--- src/rtl/noc_vc_input_port.sv ---
`default_nettype none
// ============================================================================
// Module      : noc_vc_input_port
// Description : NoC router input port. It holds NUM_VC virtual-channel FIFOs
//               of DEPTH flits each and signals per-VC full back-pressure
//               upstream. Head flits are chosen by round-robin arbitration,
//               and each flit is routed XY (mesh) or shortest-path (torus).
// Revision    : 1.0 - initial release
// ============================================================================
module noc_vc_input_port #(
  parameter int W      = 32,
  parameter int NUM_VC = 4,
  parameter int DEPTH  = 4,
  parameter int M      = 2,
  parameter int N      = 2,
  parameter int T      = 0,
  localparam int VCB   = (NUM_VC > 1) ? $clog2(NUM_VC) : 1
) (
  input  logic              clk,
  input  logic              clr,
  input  logic [7:0]        current_address,
  input  logic              in_valid,
  input  logic [W-1:0]      in_flit,
  output logic [NUM_VC-1:0] full_out,
  output logic              out_valid,
  input  logic              out_ready,
  output logic [W-1:0]      out_flit,
  output logic [VCB-1:0]    out_vc,
  output logic [2:0]        out_port,
  output logic              overflow_err,
  output logic              route_err
);

  localparam int CW = $clog2(DEPTH + 1);
  localparam int PW = $clog2(DEPTH);
  localparam logic [VCB:0]    C_NUM_VC = (VCB + 1)'(NUM_VC);
  localparam logic [CW-1:0]   C_DEPTH  = CW'(DEPTH);
  localparam logic [PW-1:0]   C_LAST   = PW'(DEPTH - 1);
  localparam logic [VCB-1:0]  C_LASTVC = VCB'(NUM_VC - 1);

  // Per-VC storage and bookkeeping
  logic [W-1:0]  mem_q    [NUM_VC][DEPTH];
  logic [PW-1:0] wr_ptr_q [NUM_VC];
  logic [PW-1:0] rd_ptr_q [NUM_VC];
  logic [CW-1:0] cnt_q    [NUM_VC];
  logic [VCB-1:0] rr_q;

  // Output register
  logic           out_valid_q;
  logic [W-1:0]   out_flit_q;
  logic [VCB-1:0] out_vc_q;
  logic [2:0]     out_port_q;
  logic           overflow_err_q;
  logic           route_err_q;

  // Combinational control
  logic [VCB-1:0]    in_vc_d;
  logic [NUM_VC-1:0] push_d;
  logic [NUM_VC-1:0] pop_d;
  logic              ovf_d;
  logic              ld_d;
  logic              found_d;
  logic [VCB-1:0]    grant_d;
  logic [W-1:0]      head_d;
  logic              bad_d;
  logic [2:0]        port_d;
  logic [VCB-1:0]    rr_d;

  function automatic logic [PW-1:0] ptr_inc(input logic [PW-1:0] p);
    return (p == C_LAST) ? '0 : p + PW'(1);
  endfunction

  // Mesh: plain XY. Torus: wrap-aware distance, ties go in the + direction.
  function automatic logic [2:0] route_f(input logic [3:0] cr, input logic [3:0] cc,
                                         input logic [3:0] dr, input logic [3:0] dc);
    int dx;
    int dy;
    logic [2:0] p;
    dx = 0;
    dy = 0;
    p  = 3'd0;
    if (T == 0) begin
      if (dc > cc)      p = 3'd3;
      else if (dc < cc) p = 3'd4;
      else if (dr > cr) p = 3'd1;
      else if (dr < cr) p = 3'd2;
      else              p = 3'd0;
    end else begin
      dx = ((int'(dc) - int'(cc)) % N + N) % N;
      dy = ((int'(dr) - int'(cr)) % M + M) % M;
      if (dx != 0)      p = (dx <= N / 2) ? 3'd3 : 3'd4;
      else if (dy != 0) p = (dy <= M / 2) ? 3'd1 : 3'd2;
      else              p = 3'd0;
    end
    return p;
  endfunction

  // Write decode: a flit to a full or non-existent VC is dropped and flagged
  always_comb begin
    in_vc_d = in_flit[W-1 -: VCB];
    push_d  = '0;
    for (int v = 0; v < NUM_VC; v++) begin
      push_d[v] = in_valid && ({1'b0, in_vc_d} < C_NUM_VC) &&
                  (in_vc_d == VCB'(v)) && (cnt_q[v] != C_DEPTH);
    end
    ovf_d = in_valid && (push_d == '0);
  end

  // Round-robin search from the pointer, then route the granted head flit
  always_comb begin
    int idx;
    idx     = 0;
    found_d = 1'b0;
    grant_d = '0;
    ld_d    = !out_valid_q || out_ready;
    for (int i = 0; i < NUM_VC; i++) begin
      idx = (int'(rr_q) + i) % NUM_VC;
      if (!found_d && (cnt_q[idx] != '0)) begin
        found_d = 1'b1;
        grant_d = VCB'(idx);
      end
    end
    head_d = mem_q[grant_d][rd_ptr_q[grant_d]];
    bad_d  = (32'(head_d[7:4]) >= M) || (32'(head_d[3:0]) >= N);
    port_d = route_f(current_address[7:4], current_address[3:0], head_d[7:4], head_d[3:0]);
    pop_d  = '0;
    for (int v = 0; v < NUM_VC; v++) begin
      pop_d[v] = ld_d && found_d && (grant_d == VCB'(v));
    end
    rr_d = (grant_d == C_LASTVC) ? '0 : grant_d + VCB'(1);
  end

  // Flit storage, written at the VC's tail pointer
  always_ff @(posedge clk) begin
    for (int v = 0; v < NUM_VC; v++) begin
      if (push_d[v]) mem_q[v][wr_ptr_q[v]] <= in_flit;
    end
  end

  // FIFO pointers and occupancy; simultaneous push/pop leaves count unchanged
  always_ff @(posedge clk) begin
    for (int v = 0; v < NUM_VC; v++) begin
      if (clr) begin
        wr_ptr_q[v] <= '0;
        rd_ptr_q[v] <= '0;
        cnt_q[v]    <= '0;
      end else begin
        if (push_d[v]) wr_ptr_q[v] <= ptr_inc(wr_ptr_q[v]);
        if (pop_d[v])  rd_ptr_q[v] <= ptr_inc(rd_ptr_q[v]);
        case ({push_d[v], pop_d[v]})
          2'b10:   cnt_q[v] <= cnt_q[v] + CW'(1);
          2'b01:   cnt_q[v] <= cnt_q[v] - CW'(1);
          default: cnt_q[v] <= cnt_q[v];
        endcase
      end
    end
  end

  // Output register, arbitration pointer and sticky error flags
  always_ff @(posedge clk) begin
    if (clr) begin
      rr_q           <= '0;
      out_valid_q    <= 1'b0;
      out_flit_q     <= '0;
      out_vc_q       <= '0;
      out_port_q     <= '0;
      overflow_err_q <= 1'b0;
      route_err_q    <= 1'b0;
    end else begin
      if (ovf_d) overflow_err_q <= 1'b1;
      if (ld_d && found_d) begin
        rr_q <= rr_d;
        if (bad_d) route_err_q <= 1'b1;
      end
      if (ld_d) begin
        // A misrouted flit still uses its grant but is never presented
        out_valid_q <= found_d && !bad_d;
        if (found_d && !bad_d) begin
          out_flit_q <= head_d;
          out_vc_q   <= grant_d;
          out_port_q <= port_d;
        end
      end
    end
  end

  for (genvar v = 0; v < NUM_VC; v++) begin : g_full
    assign full_out[v] = (cnt_q[v] == C_DEPTH);
  end

  assign out_valid    = out_valid_q;
  assign out_flit     = out_flit_q;
  assign out_vc       = out_vc_q;
  assign out_port     = out_port_q;
  assign overflow_err = overflow_err_q;
  assign route_err    = route_err_q;

endmodule
`default_nettype wire

--- config.mk ---
export PLATFORM = sky130hd
export DESIGN_NAME = noc_vc_input_port
export DESIGN_NICKNAME = d
export VERILOG_FILES = /design/src/rtl/noc_vc_input_port.sv
export SDC_FILE = /design/constraint.sdc
export NUM_CORES = 1
export LEC_CHECK = 0
export CORE_MARGIN = 5
export CORE_UTILIZATION = 45
export CTS_CLUSTER_SIZE = 24
export DETAILED_ROUTE_END_ITERATION = 7
export GPL_TIMING_DRIVEN = 1
export MAX_ROUTING_LAYER = met4
export RECOVER_POWER = 100
export SLEW_MARGIN = 20
export SYNTH_ARGS = -nofsm -noshare
export SYNTH_HDL_FRONTEND = slang
export SYNTH_SLANG_ARGS = --single-unit
export TNS_END_PERCENT = 30
--- constraint.sdc ---
create_clock -name clk -period 9.3 [get_ports clk]
set_input_delay 0.93 -clock clk [delete_from_list [all_inputs] [get_ports clk]]
set_output_delay 0.93 -clock clk [all_outputs]
set_load 0.01 [all_outputs]
=== Word-level counts from Yosys, hierarchy flattened ===
Memories as Yosys holds them, arrays and structs flattened. A register that Yosys moved wholly into a read port is not among the register bits.
Index checks and enable logic that the tools add are counted.

* Memories kept: 4
* Bits in writable memories: 540
* Input bits: 44
* Register bits after elaboration: 42

* Add/sub/neg operators: 20
* Bitwise logic cells: 25
* Equal/unequal tests: 30
* Multiplexer cells: 129
* Magnitude comparators: 15
* Reductions and logical operators: 45

{| class="wikitable"
|+ Memories
! memory !! depth !! width !! read ports !! clocked after memory_dff !! write ports !! line !! source
|-
| mem_q || 4 || 128 || 1 || 0 || 1 || 42 || <nowiki>logic [W-1:0] mem_q [NUM_VC][DEPTH];</nowiki>
|-
| cnt_q || 4 || 3 || 8 || 1 || 4 || 45 || <nowiki>logic [CW-1:0] cnt_q [NUM_VC];</nowiki>
|-
| rd_ptr_q || 4 || 2 || 5 || 0 || 4 || 44 || <nowiki>logic [PW-1:0] rd_ptr_q [NUM_VC];</nowiki>
|-
| wr_ptr_q || 4 || 2 || 4 || 0 || 4 || 43 || <nowiki>logic [PW-1:0] wr_ptr_q [NUM_VC];</nowiki>
|}

{| class="wikitable"
|+ Operator list
! kind !! count
|-
| 128-bit two-way mux || 10
|-
| 128-bit OR reduction || 3
|-
| 32-bit demux with 2-bit select || 4
|-
| 32-bit two-way mux || 6
|-
| 1-bit two-way mux || 66
|-
| 32-bit binary-select mux with 2-bit select || 1
|-
| 2-bit two-way mux || 28
|-
| 3-bit two-way mux || 14
|-
| 2-bit equality test (second input constant) || 16
|-
| 1-bit logical AND || 22
|-
| 2-bit by 1-bit adder with 2-bit output (second input constant) || 10
|-
| 1-bit OR || 20
|-
| 3-bit >= comparator (second input constant) || 5
|-
| 2-bit inverter with 3-bit output || 5
|-
| 3-bit by 1-bit adder with 3-bit output (second input constant) || 4
|-
| 2-bit by 1-bit equality test with 1-bit output (second input constant) || 6
|-
| 3-bit equality test (second input constant) || 4
|-
| 3-bit by 1-bit < comparator with 1-bit output (second input constant) || 4
|-
| 3-bit != test (second input constant) || 4
|-
| 3-bit nonzero test || 4
|-
| 3-bit by 1-bit subtractor with 3-bit output (second input constant) || 4
|-
| 4-bit by 2-bit >= comparator with 1-bit output (second input constant) || 2
|-
| 4-bit greater-than comparator || 2
|-
| 4-bit < comparator || 2
|-
| 7 further kinds || 18
|}

=== Logic depth before layout (Yosys ltp) ===
Gate-level depths: netlist of the first run.
An unclocked memory read counts as a cell.

* Depth in word-level cells: 21
* Gate-level depth with buffers: 25
* Gate-level depth less buffers: 20

=== Worst setup path after synthesis of the first run ===
OpenSTA, ideal clock, no wires.

* Path kind: flip-flop to flip-flop
* From: memory cnt_q[0][0] (netlist bit)
* To: memory cnt_q[2][2] (netlist bit), data pin
* Required time: 9.034 ns
* Slack: 4.648 ns
* Library setup time: 0.266 ns
* Arrival: 4.386 ns
* Buffers on the path: 5
* Stages on the path, launching flop included: 22
* Cell sequence: edfxtp_1 > nor4b_2 > a221oi_2 > o21ai_1 > nor2_1 > o21a_1 > buf_2 > inv_2 > clkbuf_1 > buf_2 > clkbuf_1 > clkbuf_1 > ha_1 > nand2_1 > inv_1 > ha_1 > nand2_1 > fa_1 > xor2_1 > nor3_1 > a21oi_1 > nor2_1

{| class="wikitable"
|+ RTL lines
! element !! line
|-
| start, declared || 45
|}

==> metrics.txt, run 1 <==
post-synth cell types=54; Slew @ Worst Pin=3130 ps; Max FO, Critical Path=66; final setup violation count=0; Cell Pwr Density=396.8 mW/mm²; fin. max-slew vios=527; CTS sink cnt=584; post-synthesis register bit count=584; peak supply drop=0.4324 mV; Core ar.=0.05628 mm²; port bufs=87; nets=2183; EDFF count, synth=540; Final Hold Vio Count=0; Die Height=248.1 µm; FILL cells=4781; Via-to-Cell Ratio=5.796; slowest CP cell=clkbuf_1; Layout Utilization=51.70%; critical path launch point=cnt_q[3][2]; Worst Setup End Kind=flip-flop; area share of the largest cell type after synthesis=63.56%; HP Class=flip-flop to flip-flop; Max Cap Violations=17; Critical R2R Launch=cnt_q[3][2]; routability cong.=0.7866; post-CTS resize count=0; final worst path period need=7674 ps; Crit Path Category=flip-flop to flip-flop; CP max stage delay=1950 ps; violated checks=max-capacitance violations, max-slew violations; final wirelength=64.77 mm; Post-Syn Nets=2138; DR vias=16800; H-tree Lvls=3; Clk Latency, worst-skew pair=600 ps; TritonCTS buffer count=66; largest net degree at the start of global routing=104; setup tns final=0 ps; share of layout cells above drive strength 1=9.248%; most used cell, CP=o21ai_0; Relative slew margins=-108.7%; Die Span X=248.1 µm; hold-fix buffers at CTS=0; TritonCTS clock tree=yes; area grow syn2layout=14.05%; Final Cycle Share=82.51%; clock skew=20.68 ps; Initial Util=45.33%; Initial DRC Count=1677; Die ar.=0.06156 mm²; DRC=0; clock root cell=clkbuf_16; WL per Instance=22.34 µm; Post-Syn Area=0.02551 mm²; Top Family by Delay on Critical Path=buffers and inverters; Reg area=0.01710 mm²; Max Freq=130.3 MHz; Post-Synthesis Cells=2044; remaining global-route overflow=0; site row count=87; crit-path cells=or3_1 -> mux4_2 -> o31ai_1 -> clkbuf_1 -> mux2i_4 -> buf_4 -> mux2i_1 -> a21oi_1 -> o31ai_1 -> o21ai_0 -> ha_1 -> nor2b_1 -> o21ai_0 -> nand2b_1 -> a21oi_1 -> a41oi_1 -> o21ai_0 -> nor4_1 -> a31o_1; Syn Area/Cell=12.48 µm²; multi-input logic area=0.007722 mm²; Detailed Routing Iterations Pass 1=6; ys flop type=edfxtp_1; total global-route track usage=21.47%; biggest area consumer among synthesized cells=edfxtp_1; vias in the first global route=16300; Seq/Total Area, Yosys=67.01%; I/O pin cnt=88; top cells by count, synth=edfxtp_1, nand2_1, nor2_1; Synth async-reset ratio=0%; worst path required time=9780 ps; HP Start=overflow_err; Buf/Inv on CP=2; Lkg Pwr=9.890 nW; Post-DP HPWL=34.18 mm; RSZ-0062 raised after global routing=no; clk slew on worst S/H paths=60 ps; WP data arrival=8160 ps; CTS Buffer Depth=3; most frequent cell after synthesis=edfxtp_1; status=finished, violations left; Post CTS Setup Buffer Count=0; Final ANT Viol Nets=0; top cells by area, synth=edfxtp_1, nand2_1, dfxtp_1, nor2_1, mux2_2; CP Launch Type=flip-flop; Yosys Warn Count=0; initial antenna violation count=3; first-pass GRT wire length=98.53 mm
[metrics by stage]
stage | std cells | area (µm²) | hold WS (ps) | power (mW) | worst slack (ps)
after floorplan | 2044 | 25510 | 472.6 | 7.395 | 4648
after global placement | 2777 | 27110 | 461.6 | 8.980 | 3232
after detailed placement | 2777 | 27110 | 463.9 | 9.109 | 3047
after CTS | 2897 | 29190 | 478.5 | 11.63 | 3047
after global routing | 2899 | 29100 | 490.2 | 12.30 | 1311
final | 2899 | 29100 | 471.9 | 11.55 | 1626
[state kept, by name, indices dropped and copies added, names as in the netlist, 2 cells and up, named ones only]
| name | count |
|---|---|
| rr_q | 2 |
| wr_ptr_q | 8 |
| cnt_q | 12 |
| rd_ptr_q | 8 |
| out_port | 3 |
| out_vc | 2 |
| out_flit | 32 |
| mem_q | 512 |
[power breakdown]
part           total (mW)  internal (mW)  switching (mW)
clock                2.50           1.47            1.02
combinational        5.90           1.99            3.91
sequential           3.15           3.04           0.113
[kinds of logic (layout without fill, tap and decap cells)]
family | after synthesis | in the layout | synth area share [%]
and+or+nand+nor | 697 | 697 | 11.79
DFF | 584 | 584 | 67.01
AOI/OAI and AO/OA | 408 | 408 | 10.84
buffers and inverters | 189 | 286 | 2.894
muxes | 115 | 115 | 4.953
adders and majority gates | 50 | 50 | 2.482
xor gates and xnor gates | 1 | 1 | 0.03434
other | 0 | 2 | 0
[path summary, 6_finish.rpt]
| check | to | slack (ps) | cells past startpoint |
|---|---|---|---|
| worst min register to register | overflow_err | 470 | 2 |
| worst max register to register | out_port[0] | 1630 | 19 |
| worst max-delay path | out_port[0] | 1630 | 19 |
| worst min-delay path | overflow_err | 470 | 2 |
[per-layer routing]
metal  vias to the layer above  wire, µm  global-route usage, %  share of wire (%)
met1                      8384     28650                  29.72                 44
met2                       541     30440                  32.87                 47
li1                       7757         -                      -                  -
met3                       121      3886                  3.498                6.0
met4                         0      1794                  6.962                2.8
met5                         -         0                      -                  0
[layout by cell type (no fill, tap or decap), types with 8 or more instances in the layout]
cell type / Yosys / routed
mux2i_1: 52 / 51
dfxtp_1: 44 / 43
inv_1: 38 / 38
clkinv_1: 1 / 11
nor2b_1: 9 / 9
clkbuf_1: 120 / 39
nor4b_1: 9 / 9
dlygate4sd3_1: 0 / 75
nand3_1: 51 / 50
a31oi_1: 52 / 52
a32oi_1: 48 / 48
buf_4: 4 / 22
o21ai_0: 119 / 120
nor3_1: 15 / 15
edfxtp_1: 540 / 540
o21ai_1: 18 / 16
nand4_1: 25 / 25
nor2_1: 215 / 215
a21oi_1: 41 / 41
o211ai_1: 51 / 51
clkinv_2: 0 / 9
nor4_1: 14 / 14
and3_1: 8 / 8
a311o_1: 48 / 48
clkdlybuf4s50_1: 0 / 11
mux2_2: 60 / 59
ha_1: 49 / 49
nand2_1: 317 / 317
and2_2: 0 / 12
clkbuf_16: 0 / 67
[cell type report]
type	instances	share of cell area (%)
Clock inverter	28	0.9374
Tap cell	756	3.251
Multi-Input combinational cell	1271	26.54
Inverter	40	0.5332
Clock buffer	92	6.188
Timing Repair Buffer	126	3.763
Sequential cell	584	58.77
Antenna cell	2	0.01720
[worst min-delay path, stage by stage, from the launching register on]
cell and delay, ps:
dfxtp_1 330, a21oi_1 40, nor2_1 70
(Power assumes the default switching activity.)
==> run 2: changes to the inputs <==
- clock period: 9.3 -> 8 ns (I/O delays scaled with it)
==> run 2 against run 1 <==
Net effect: clock-buffer cell count shrank 2; sequential power grew 17%; first-iteration DRC count shrank 5.4%; clock power grew 14%; the run still ends with max-capacitance violations, max-slew violations left; worst setup slack lost 240 ps; die area is the same.
==> metrics.txt, run 2 (synthesis results as in run 1) <==
TritonCTS buffer count=61; P_int=7.505 mW; FF-to-FF setup slack=1390 ps; Slew @ Worst Pin=3240 ps; Max Cap Violations=19; CP Launch Type=flip-flop; FF-to-FF path depth=22; Max Freq=151.2 MHz; switching share of power=43.90%; leading cell type in the layout, fill and taps excluded=edfxtp_1; Initial Util=45.33%; setup tns final=0 ps; I/O pin cnt=88; Detailed Routing Iterations Pass 1=6; TritonCTS clock tree=yes; Relative slew margins=-116.0%; vias in the first global route=16320; hold-fix buffers at CTS=0; clk slew on worst S/H paths=60 ps; nets=2181; CP max stage delay=750 ps; Cell Pwr Density=460.0 mW/mm²; Comb power frac=51.3%; Crit Path Category=flip-flop to flip-flop; Placement Setup Slack=2066 ps; HP Class=flip-flop to flip-flop; critical path launch point=rr_q[0]; slowest CP cell=dfxtp_4; share of layout cells above drive strength 1=9.350%; RR Endpoint=out_port[0]; H-tree Lvls=2; FILL cells=4813; total global-route track usage=22.20%; CTS sink cnt=584; crit-path cells=nor4b_1 -> a221oi_1 -> o21a_2 -> buf_4 -> nand2_1 -> o21a_4 -> clkinvlp_2 -> mux2i_1 -> mux2i_4 -> buf_4 -> a21oi_1 -> o31ai_1 -> o21ai_0 -> ha_1 -> nor2b_1 -> o21ai_0 -> nand2b_1 -> a21oi_1 -> a41oi_1 -> o21ai_0 -> nor4_1 -> a31o_1; Die Span X=248.1 µm; site row count=87; DR vias=16900; Final ANT Viol Nets=0; final setup violation count=0; peak supply drop=0.5021 mV; Post CTS Setup Buffer Count=0; Post-DP HPWL=34.86 mm; clock root cell=clkbuf_16; Die ar.=0.06156 mm²; Final Cycle Share=82.68%; worst path required time=8520 ps; remaining global-route overflow=0; routability cong.=0.8163; Critical Path Sink=out_port[0]; RSZ-0062 raised after global routing=no; Critical R2R Launch=rr_q[0]; port bufs=87; Final Hold Vio Count=0; power share of the clock group=21.2%; Largest register FFs=512; hold_ws=474.7 ps; status=finished, violations left; initial antenna violation count=9; DRC=0; clock skew=15.26 ps; Lkg Pwr=9.865 nW; Worst Setup End Kind=flip-flop; Buf/Inv on CP=3; first-pass GRT wire length=101.2 mm; most used cell, CP=o21ai_0; Clk Latency, worst-skew pair=630 ps; P_sw=5.873 mW; Core ar.=0.05628 mm²; CTS Buffer Depth=3; WL per Instance=23.13 µm; Via-to-Cell Ratio=5.830; largest net degree at the start of global routing=101; most frequent cells in the layout=edfxtp_1, nand2_1, nor2_1; final wirelength=67.04 mm; Max FO, Critical Path=58; final worst path period need=6615 ps; Reg power frac=27.5%; worst setup margin=1386 ps; post-CTS resize count=0; Layout Utilization=51.68%; instance count on the critical path=22; WP data arrival=7130 ps; fin. max-slew vios=520; area grow syn2layout=13.99%; violated checks=max-capacitance violations, max-slew violations; Die Height=248.1 µm; Initial DRC Count=1587; Top Family by Delay on Critical Path=compound AO/OA/AOI/OAI gates
==> run 2: layer usage <==
| metal | wire (µm) | GRT usage [%] | vias up | part of all wire (%) |
|---|---|---|---|---|
| li1 | - | - | 7743 | - |
| met1 | 28910 | 30.28 | 8391 | 43 |
| met2 | 32060 | 35.37 | 645 | 48 |
| met3 | 4529 | 3.112 | 117 | 6.8 |
| met4 | 1538 | 6.216 | 0 | 2.3 |
| met5 | 0 | - | - | 0 |
==> run 2: tightest hold or removal path: stages, from the launching register on <==
cell     delay (ps)
dfxtp_1         300
o21ai_1          60
a21oi_1          60
==> run 2: how the worst min path moves through the flow <==
stage                         to  slack, ps    startpoint  depth (start not counted)
finish              out_flit[23]        470  out_flit[23]                          2
global route         out_flit[5]        490   out_flit[5]                          1
CTS                 out_flit[23]        480  out_flit[23]                          2
detailed placement   out_flit[5]        470   out_flit[5]                          1
global placement     out_flit[2]        470   out_flit[2]                          1
floorplan            out_port[2]        470   out_port[2]                          2
==> run 2: power groups by stage <==
stage	combinational, mW	sequential, mW	clock (mW)
4_1_cts	6.87	3.67	2.89
5_1_grt	7.54	3.70	3.02
3_5_place_dp	6.84	3.74	0
3_3_place_gp	6.76	3.73	0
6_report	6.86	3.68	2.84
2_1_floorplan	4.91	3.68	0
==> run 2: cell type report <==
| class | count | area, µm² | area share [%] |
|---|---|---|---|
| sequential | 584 | 17100 | 58.80 |
| multi-input combinational | 1271 | 7726 | 26.57 |
| clock buffer | 90 | 1715 | 5.899 |
| timing repair buffer | 129 | 1137 | 3.911 |
| tap | 756 | 945.9 | 3.253 |
| clock inverter | 25 | 297.8 | 1.024 |
| inverter | 40 | 151.4 | 0.5206 |
| antenna | 3 | 7.507 | 0.02581 |
==> run 2: per-stage QoR <==
stage | total power [mW] | std cells | cell area (µm²)
final | 13.38 | 2898 | 29080
after CTS | 13.43 | 2894 | 29140
after global placement | 10.49 | 2779 | 27130
after floorplan | 8.597 | 2044 | 25510
after global routing | 14.26 | 2898 | 29080
after detailed placement | 10.57 | 2779 | 27130
==> run 3: changes to the inputs <==
- clock period: 8 -> 6.1 ns (I/O delays scaled with it)
==> run 3 against run 2 <==
Net effect: the flow still finishes with violations (max-capacitance violations, max-slew violations); flip-flop and latch count unchanged; sequential power up 30%; register-to-register slack worse by 860 ps; utilization up 0.13 points; worst setup slack worse by 860 ps; final area up 0.26%; via count about the same; routed wire length up 0.81%; maximum frequency up 19%; clock skew up 2.9 ps; global-route usage up 0.14 points; power up 33%.
==> metrics.txt, run 3 (synthesis results as in run 1) <==
clock skew=18.14 ps; Final ANT Viol Nets=0; switching share of power=43.87%; WP data arrival=6130 ps; area grow syn2layout=14.29%; CTS sink cnt=584; FF-to-FF setup slack=520 ps; remaining global-route overflow=0; Final Cycle Share=91.42%; Max Freq=179.3 MHz; Reg area=0.01710 mm²; Core ar.=0.05628 mm²; Lkg Pwr=9.897 nW; P_int=9.971 mW; setup tns final=0 ps; Die Span X=248.1 µm; H-tree Lvls=2; hold-fix buffers at CTS=0; port bufs=87; total global-route track usage=22.34%; Reg power frac=27.0%; FF-to-FF path depth=10; fin. max-slew vios=424; routability cong.=0.8257; Cell Pwr Density=609.2 mW/mm²; Initial Util=45.33%; Initial DRC Count=1488; Final Hold Vio Count=0; TritonCTS clock tree=yes; Finished Cell Area=0.02916 mm²; leading cell type in the layout, fill and taps excluded=edfxtp_1; I/O pin cnt=88; Finished Layout Cells=2896; power share of the clock group=21.5%; Post CTS Setup Buffer Count=0; vias in the first global route=16330; site row count=87; Die Height=248.1 µm; Largest register FFs=512; RSZ-0062 raised after global routing=no; Slew @ Worst Pin=3216 ps; CP Launch Type=flip-flop; share of layout cells above drive strength 1=9.036%; Post-Place Cell Area=0.02714 mm²; Relative slew margins=-114.4%; Post-DP HPWL=36.31 mm; multi-input logic area=0.007720 mm²; DR vias=16890; Worst Setup End Kind=flip-flop; Die ar.=0.06156 mm²; TritonCTS buffer count=60; initial antenna violation count=6; FILL cells=4805; Via-to-Cell Ratio=5.831; DRC=0; status=finished, violations left; nets=2179; final worst path period need=5577 ps; violated checks=max-capacitance violations, max-slew violations; clk slew on worst S/H paths=60 ps; final wirelength=67.58 mm; Crit Path Category=flip-flop to flip-flop; Max Cap Violations=21; HP Class=flip-flop to flip-flop; RR Endpoint=out_port[2]; clock root cell=clkbuf_16; worst path required time=6650 ps; most frequent cells in the layout=edfxtp_1, nand2_1, nor2_1; hold path depth=2; largest net degree at the start of global routing=106; Placed Instances=2778; HP Start=overflow_err; critical path launch point=cnt_q[3][2]; final setup violation count=0; peak supply drop=0.6404 mV; P_sw=7.792 mW; Critical R2R Launch=cnt_q[3][2]; post-CTS resize count=0; first-pass GRT wire length=102.0 mm; Max FO, Critical Path=30; Comb power frac=51.6%; Clk Latency, worst-skew pair=630 ps; Detailed Routing Iterations Pass 1=5; hold worst-path end=overflow_err; WL per Instance=23.34 µm; CTS Buffer Depth=3
run 3: cell count changes in the layout (fill, tap and decap cells not counted), moves of 2 or more:
cell	delta
and2_0	+8
clkbuf_8	+3
o21ai_0	+14
clkbuf_1	-2
buf_12	+2
a221oi_1	-2
and2_2	-9
o21ai_1	-14
clkinv_2	-3
clkinvlp_4	-2
a221oi_2	+2
run 3: worst max-delay path: stages (launching register included):
cell and delay (ps):
edfxtp_1 470, or3_4 460, mux4_2 500, o31ai_1 750, mux2i_4 790, clkbuf_1 500, mux2i_1 160, mux2_1 380
or4_4 820, or4_1 570, o21ai_0 80
run 3: final cells by class:
class | instances | area share, %
diodes | 4 | 0.03433
clock buffers | 93 | 6.098
clock inverters | 20 | 1.004
inverters | 40 | 0.5321
multi-input cells | 1271 | 26.48
flip-flops and latches | 584 | 58.65
well taps | 756 | 3.244
repair buffers | 128 | 3.961
run 3: power groups by stage:
stage	clock (mW)	combinational, mW	sequential (mW)
6_report	3.81	9.16	4.79
5_1_grt	4.05	9.98	4.81
4_1_cts	3.88	9.16	4.79
3_5_place_dp	0	9.10	4.87
3_3_place_gp	0	9.01	4.86
2_1_floorplan	0	6.44	4.83
run 3: metal layers:
layer | track usage, % | wire [µm]
met4 | 5.355 | 1330
met3 | 2.972 | 4183
met2 | 36.05 | 32670
met5 | - | 0
met1 | 30.56 | 29400
run 3: how the worst max path moves through the flow:
stage | end | slack [ps] | cells after the start
finish | out_port[2] | 520 | 10
global route | out_port[0] | 350 | 11
CTS | out_port[0] | 1120 | 19
detailed placement | out_port[0] | 1170 | 19
global placement | out_port[0] | 1250 | 19
floorplan | cnt_q[2][2] | 1450 | 21
run 3: metrics by stage:
step / worst slack, ps / hold WS, ps / power [mW] / utilization [%]
4_1_cts: 1122 / 457.2 / 17.83 / 51.91
2_1_floorplan: 1448 / 472.6 / 11.27 / -
3_3_place_gp: 1245 / 444.6 / 13.87 / 48.23
6_report: 523.1 / 459.9 / 17.76 / 51.81
5_1_grt: 350.5 / 481.3 / 18.83 / 51.81
3_5_place_dp: 1166 / 447.6 / 13.97 / 48.23
